$ cat src/rtl/capture_scheduler.sv
`default_nettype none
// +----------------------------------------------------------------------------+
// | capture_scheduler: per-frame commit sequencing of camera pixels into the   |
// | frame buffer. Optional CAPTURE_STATS_EN adds per-frame pixel statistics.   |
// | Revision: 1.0                                                              |
// +----------------------------------------------------------------------------+
module capture_scheduler #(
  parameter int ADDR_W  = 17,
  parameter int MAX_PIX = 76800,
  parameter int CNT_W   = 8
) (
  input  logic              pclk,
  input  logic              reset,
  input  logic              vsync,
  input  logic              pix_we,
  input  logic [1:0]        mode,
  input  logic              snap,
  input  logic [3:0]        skip,
  output logic              fb_we,
  output logic [ADDR_W-1:0] fb_addr,
  output logic              frame_done,
  output logic              busy,
  output logic              overflow,
  output logic [CNT_W-1:0]  frame_cnt,
  output logic [ADDR_W-1:0] last_pix_cnt
);

  localparam logic [ADDR_W:0] c_max_pix   = (ADDR_W+1)'(MAX_PIX);
  localparam logic [1:0]      c_mode_cont = 2'b00;
  localparam logic [1:0]      c_mode_snap = 2'b01;
  localparam logic [1:0]      c_mode_frz  = 2'b10;
  localparam logic [1:0]      c_mode_dec  = 2'b11;

  typedef enum logic [1:0] {
    S_IDLE    = 2'd0,
    S_CAPTURE = 2'd1,
    S_DROP    = 2'd2
  } state_t;

  state_t            r_state;
  logic              r_vs_q;
  logic              r_armed;
  logic [3:0]        r_skip_cnt;
  // One extra bit so the pixel count can reach MAX_PIX even when it fills the address space
  logic [ADDR_W:0]   r_pix_cnt;
  logic              w_frame_start;
  logic              w_frame_end;
  logic              w_commit;

  assign w_frame_start = r_vs_q & ~vsync;
  assign w_frame_end   = ~r_vs_q & vsync;

  // A snap coinciding with frame start counts for the frame that is starting
  always_comb begin
    w_commit = 1'b0;
    case (mode)
      c_mode_cont: w_commit = 1'b1;
      c_mode_snap: w_commit = r_armed | snap;
      c_mode_frz:  w_commit = 1'b0;
      c_mode_dec:  w_commit = (r_skip_cnt == 4'd0);
      default:     w_commit = 1'b0;
    endcase
  end

  always_ff @(posedge pclk) begin
    if (!reset) begin
      r_state    <= S_IDLE;
      r_vs_q     <= 1'b0;
      r_armed    <= 1'b0;
      r_skip_cnt <= 4'd0;
      r_pix_cnt  <= '0;
      fb_we      <= 1'b0;
      fb_addr    <= '0;
      frame_done <= 1'b0;
      busy       <= 1'b0;
      overflow   <= 1'b0;
      frame_cnt  <= '0;
    end else begin
      r_vs_q     <= vsync;
      fb_we      <= 1'b0;
      frame_done <= 1'b0;
      if (snap) begin
        r_armed <= 1'b1;
      end
      case (r_state)
        S_IDLE: begin
          if (w_frame_start) begin
            r_pix_cnt <= '0;
            fb_addr   <= '0;
            if (mode == c_mode_snap) begin
              r_armed <= 1'b0;
            end
            if (mode == c_mode_dec) begin
              r_skip_cnt <= (r_skip_cnt == 4'd0) ? skip : r_skip_cnt - 4'd1;
            end
            if (w_commit) begin
              r_state <= S_CAPTURE;
              busy    <= 1'b1;
            end else begin
              r_state <= S_DROP;
            end
          end
        end
        S_CAPTURE: begin
          if (w_frame_end) begin
            r_state    <= S_IDLE;
            busy       <= 1'b0;
            frame_done <= 1'b1;
            frame_cnt  <= frame_cnt + CNT_W'(1);
          end else if (pix_we && !vsync) begin
            if (r_pix_cnt < c_max_pix) begin
              fb_we     <= 1'b1;
              fb_addr   <= r_pix_cnt[ADDR_W-1:0];
              r_pix_cnt <= r_pix_cnt + (ADDR_W+1)'(1);
            end else begin
              overflow <= 1'b1;
            end
          end
        end
        S_DROP: begin
          if (w_frame_end) begin
            r_state <= S_IDLE;
          end
        end
        default: r_state <= S_IDLE;
      endcase
    end
  end

`ifdef CAPTURE_STATS_EN
  // Counts every accepted pixel, including those dropped for overflow
  logic [ADDR_W-1:0] r_stat_cnt;

  always_ff @(posedge pclk) begin
    if (!reset) begin
      r_stat_cnt   <= '0;
      last_pix_cnt <= '0;
    end else if (r_state == S_IDLE && w_frame_start) begin
      r_stat_cnt <= '0;
    end else if (r_state == S_CAPTURE) begin
      if (w_frame_end) begin
        last_pix_cnt <= r_stat_cnt;
      end else if (pix_we && !vsync && r_stat_cnt != '1) begin
        r_stat_cnt <= r_stat_cnt + ADDR_W'(1);
      end
    end
  end
`else
  assign last_pix_cnt = '0;
`endif

endmodule
`default_nettype wire

$ cat config.mk
export PLATFORM = sky130hd
export DESIGN_NAME = capture_scheduler
export DESIGN_NICKNAME = d
export VERILOG_FILES = /design/src/rtl/capture_scheduler.sv
export SDC_FILE = /design/constraint.sdc
export NUM_CORES = 1
export LEC_CHECK = 0
export ABC_AREA = 1
export BUFFER_PORTS_ARGS = -buffer_cell sky130_fd_sc_hd__buf_2
export CAP_MARGIN = 20
export CORE_ASPECT_RATIO = 0.9
export CORE_UTILIZATION = 41
export DETAILED_ROUTE_END_ITERATION = 16
export SLEW_MARGIN = 0
export SYNTH_ARGS = -nofsm -noshare
export SYNTH_HDL_FRONTEND = slang
export SYNTH_SLANG_ARGS = --single-unit
$ cat constraint.sdc
create_clock -name pclk -period 4.3 [get_ports pclk]
set_clock_uncertainty 0.15 [all_clocks]
set_input_delay 0.645 -clock pclk [delete_from_list [all_inputs] [get_ports pclk]]
set_output_delay 0.645 -clock pclk [all_outputs]
set_load 0.005 [all_outputs]
==> results.yml, run 1 <==
outcome:
  status: "finished, final reports clean"
clocking:
  clockBufferDepth: 2
  root_buffer: "clkbuf_8"
  ctsHoldBuffers: 0
  htreeDepth: 2
  cts-buffers-inserted: 5
  worstSkewPairLatency_ps: 310
  clk_pin_slew_ps: 90
  postCtsSetupBuffers: 0
  cts_resized: 0
  cts_tree: "built"
  cts.sinks: 55
routing:
  ant_nets: 0
  dr.pass1.iters: 4
  drt_iter0_drc: 131
  post_drt_wl_per_cell_um: 12.4
  vias: 2780
  via_per_inst: 4.94
  postRouteWirelength_mm: 6.95
  drc: 0
placed_design:
  port_buffers: 39
  placed_cells: 555
  place_hpwl_mm: 4.78
  gp_congestion: 0.874
  pre_cts_slack_ps: 1410
logic_synthesis:
  synthCells: 441
  synth_top_flop_cell: "dfxtp_1"
  synth-seq-area-share_pct: 37.4
  yosysMostFrequentCell: "nand2_1"
  ys_ff_latch: 55
  synth_top_area_cell: "dfxtp_1"
  synth.top_cells.by_count: "103 x nand2_1, 57 x inv_1, 55 x dfxtp_1, 45 x nor2_1, 43 x a21oi_1"
  yosysWarnings: 0
  synth_top_cell_area_share_pct: 37.4
  syn_area_um2: 2950
  yosysUniqueCellTypes: 30
  async_flop_share_pct: 0
  synth_edf_count: 0
  avgSynthCellArea_um2: 6.68
  synthTopCellsByArea: "dfxtp_1 37%, nand2_1 13%, a21oi_1 7.3%"
timing:
  rsz0062_at_grt: "false"
  setup_viol: 0
  worst_slack_ps: 1420
  period_share_pct: 66.9
  drv_slew: 0
  slew_headroom_pct: 55.5
  tightest_slew_ps: 666
  period_minus_slack_ps: 2880
  setup_tns_ps: 0
  max_freq_mhz: 347
  final_hold_viol_count: 0
power:
  ir_worst_vdd_mv: 0.185
  power_w: 0.000911
  power.leakage_nw: 1.40
  p_per_area_nw_per_um2: 282
run:
  maxCapViolations: 0
setup_path:
  r2r_setup_slack_ps: 1420
  worstReg2RegStart: "r_state[1]$_SDFFE_PN0P_"
  crit_arrival_ps: 2940
  start_kind: "flop"
  r2r_end: "r_pix_cnt[8]$_SDFFE_PN0P_"
  crit_required_ps: 4360
  setup.worst_path.end: "r_pix_cnt[8]$_SDFFE_PN0P_"
  path_max_fanout: 32
  end_kind: "flop"
  r2r_cells: 9
  critPathLaunch: "r_state[1]$_SDFFE_PN0P_"
  crit_type: "flop to flop"
finish:
  layout.nets: 489
  drive_above_1_share_pct: 12.1
  diodes: 0
  area.growth.synth_to_final_pct: 9.55
  final_cells: 563
die:
  die_y_um: 82.4
  start_util_pct: 43.6
  core_area_um2: 6760
  ios: 57
  die_area_um2: 7530
  die_w_um: 91.4
  fp-row-count: 28
global_route:
  grt_max_degree: 37
  grt_usage_pct: 19.6
  grt_pass1_wl_mm: 11.9
  grt_antenna_before_repair: 0
  grt_pass1_vias: 2490
  grt_overflow_total: 0
hold_path:
  hold_class: "flop to flop"
[flip-flops by register name, summed over array words and instances (netlist names)]
register and cells:
r_vs_q 1, r_armed 1, busy 1, r_pix_cnt 18, frame_done 1, r_state 2, fb_we 1, frame_cnt 8
fb_addr 17, r_skip_cnt 4, overflow 1
[area by class of cell]
cell class	instances	area (um2)
Sequential cell	55	1100
Multi-Input combinational cell	308	1480
Timing Repair Buffer	42	218
Tap cell	90	113
Clock inverter	1	8.76
Clock buffer	7	86.3
Inverter	60	225
Fill cell	720	3530
[worst max-delay path: stages (launching register included)]
cell	delay, ps
dfxtp_1	320
inv_1	70
ha_1	550
inv_2	260
o21ai_2	230
nand3_2	540
inv_1	450
nand2_1	90
nand2_1	70
nor2_1	40
[routing by layer]
metal / track usage [%] / routed length, um / up-vias
met4: 3.81 / 31 / 0
met5: 0 / 0 / -
met2: 33.0 / 3100 / 63
met1: 26.7 / 3520 / 1264
met3: 3.48 / 301 / 2
li1: - / - / 1451
[logic make-up (layout without fill, tap and decap cells)]
logic type | Yosys count | count (layout) | share of synthesized area (%)
other | 1 | 17 | 0.127
AOI/OAI and AO/OA | 68 | 68 | 12.4
DFF | 55 | 55 | 37.4
xor gates and xnor gates | 4 | 4 | 1.19
adders and majority gates | 6 | 6 | 2.55
and+or+nand+nor | 213 | 213 | 31.8
buffers and inverters | 94 | 110 | 14.6
[where the power goes]
group          switching, W  internal, W   total, W
registers        0.00000575     0.000515   0.000521
clock network      0.000176     0.000133   0.000309
logic             0.0000586    0.0000227  0.0000813
total              0.000240     0.000670   0.000911
[worst min-delay path by stage]
stage,startpoint,end,slack (ps),cells after the start
CTS,busy$_SDFFE_PN0P_,busy$_SDFFE_PN0P_,310,2
detailed placement,busy$_SDFFE_PN0P_,busy$_SDFFE_PN0P_,300,2
finish,busy$_SDFFE_PN0P_,busy$_SDFFE_PN0P_,310,2
global placement,frame_cnt[7]$_SDFFE_PN0P_,frame_cnt[7]$_SDFFE_PN0P_,290,2
global route,busy$_SDFFE_PN0P_,busy$_SDFFE_PN0P_,330,2
floorplan,busy$_SDFFE_PN0P_,busy$_SDFFE_PN0P_,290,2
[stage by stage]
stage | instance area [um2] | utilization (%) | hold slack [ps]
finish | 3230 | 47.7 | 312
global route | 3230 | 47.7 | 332
CTS | 3230 | 47.7 | 315
detailed placement | 3130 | 46.3 | 300
global placement | 3130 | 46.3 | 295
floorplan | 3010 | - | 292
[cells in the final DEF (no fill, tap or decap), drive strengths merged]
cell type and instances:
nand2 103, inv 58, dfxtp 55, nor2 46, a21oi 43, buf 42
nand4 28, nand3 27, conb 17, o21ai 17, clkbuf 7, ha 6
nor3 5, xor2 4, clkinv 3, o21bai 2, o21a 2, a31oi 2
and3 1, a31o 1, nor4 1, nor3b 1, or2 1, a22o 1
(Power assumes the default switching activity.)
==> run 2: changes to the inputs <==
Clock period 4.3 ns to 2.6 ns, I/O delays scaled along.
==> results.yml, run 2 (synthesis gave the netlist of run 1 again) <==
routing:
  post_drt_wl_per_cell_um: 11.8
  drc: 0
  drt_iter0_drc: 136
  via_per_inst: 4.86
  ant_nets: 0
  vias: 2750
  postRouteWirelength_mm: 6.68
  dr.pass1.iters: 4
clocking:
  worstSkewPairLatency_ps: 320
  root_buffer: "clkbuf_8"
  ctsHoldBuffers: 0
  cts.sinks: 55
  cts_tree: "built"
  clk_pin_slew_ps: 110
  cts_resized: 0
  htreeDepth: 2
  cts-buffers-inserted: 5
  postCtsSetupBuffers: 0
  clockBufferDepth: 2
timing:
  period_minus_slack_ps: 2070
  setup_viol: 0
  max_freq_mhz: 484
  drv_slew: 0
  worst_hold_slack_ps: 123
  setup_tns_ps: 0
  rsz0062_at_grt: "false"
  final_hold_viol_count: 0
  period_share_pct: 79.5
setup_path:
  start_kind: "flop"
  path_max_fanout: 29
  end_kind: "flop"
  crit_type: "flop to flop"
  crit_required_ps: 2710
  crit_arrival_ps: 2180
power:
  ir_worst_vdd_mv: 0.298
  p_per_area_nw_per_um2: 492
  power.leakage_nw: 1.42
die:
  start_util_pct: 43.6
  core_area_um2: 6760
  die_y_um: 82.4
  fp-row-count: 28
  die_area_um2: 7530
  die_w_um: 91.4
  ios: 57
placed_design:
  gp_congestion: 0.870
  placed_area_um2: 3160
  port_buffers: 39
  place_hpwl_mm: 4.80
finish:
  top_regs: "r_pix_cnt x18, fb_addr x17, frame_cnt x8"
  final_core_util_pct: 48.4
  layout.nets: 492
  final_area_um2: 3270
  most-common-layout-cells: "103 x nand2_1, 57 x inv_1, 55 x dfxtp_1"
  area.growth.synth_to_final_pct: 11.1
  registers.top_by_ff_count: "r_pix_cnt"
  diodes: 0
  drive_above_1_share_pct: 12.8
  largest_reg_flops: 18
  final_common_cell: "nand2_1"
global_route:
  grt_max_degree: 32
  grt_overflow_total: 0
  grt_antenna_before_repair: 0
  grt_usage_pct: 19.0
  grt_pass1_wl_mm: 11.5
  grt_pass1_vias: 2498
hold_path:
  hold_class: "input pin to flop"
run:
  maxCapViolations: 0
outcome:
  status: "finished, final reports clean"
==> run 2: worst max-delay path, cell delays in order (launching register included) <==
cell and delay, ps:
dfxtp_1 320, inv_1 70, ha_1 270, inv_2 170, o21ai_2 340, buf_4 350, nand4_1 150, nand2_1 80
inv_1 30, nor2_1 80
==> run 2: final timing paths <==
check,startpoint,end,slack [ps],cells past startpoint
worst min-delay path,mode[0],r_armed$_SDFF_PN0_,120,2
worst max register to register,r_state[1]$_SDFFE_PN0P_,r_pix_cnt[8]$_SDFFE_PN0P_,530,9
worst max-delay path,r_state[1]$_SDFFE_PN0P_,r_pix_cnt[8]$_SDFFE_PN0P_,530,9
worst min register to register,busy$_SDFFE_PN0P_,busy$_SDFFE_PN0P_,310,2
==> run 2: power by group <==
group          internal (W)  switching (W)  total (W)
clock              0.000298       0.000319   0.000617
sequential         0.000852     0.00000825   0.000860
combinational     0.0000400      0.0000956   0.000136
total               0.00119       0.000422    0.00161
==> run 2: through the flow <==
| step | worst slack, ps | cells | power, W |
|---|---|---|---|
| global route | 330 | 566 | 0.00167 |
| CTS | 520 | 566 | 0.00162 |
| global placement | 601 | 558 | 0.00101 |
| detailed placement | 541 | 558 | 0.00101 |
| finish | 532 | 566 | 0.00161 |
| floorplan | 908 | 457 | 0.000996 |
==> run 2: metal layers <==
metal	global-route usage, %	share of wire [%]	vias to the layer above
li1	-	-	1458
met1	26.1	52	1233
met2	31.1	43	57
met3	3.57	4.1	2
met4	4.44	0.40	0
met5	0	0	-
==> run 2: cell type report <==
cell class	instances	area, um2
inverter	60	225
sequential	55	1100
multi-input combinational	308	1480
timing repair buffer	45	240
clock buffer	5	68.8
fill	731	3490
tap	90	113
clock inverter	3	50.0
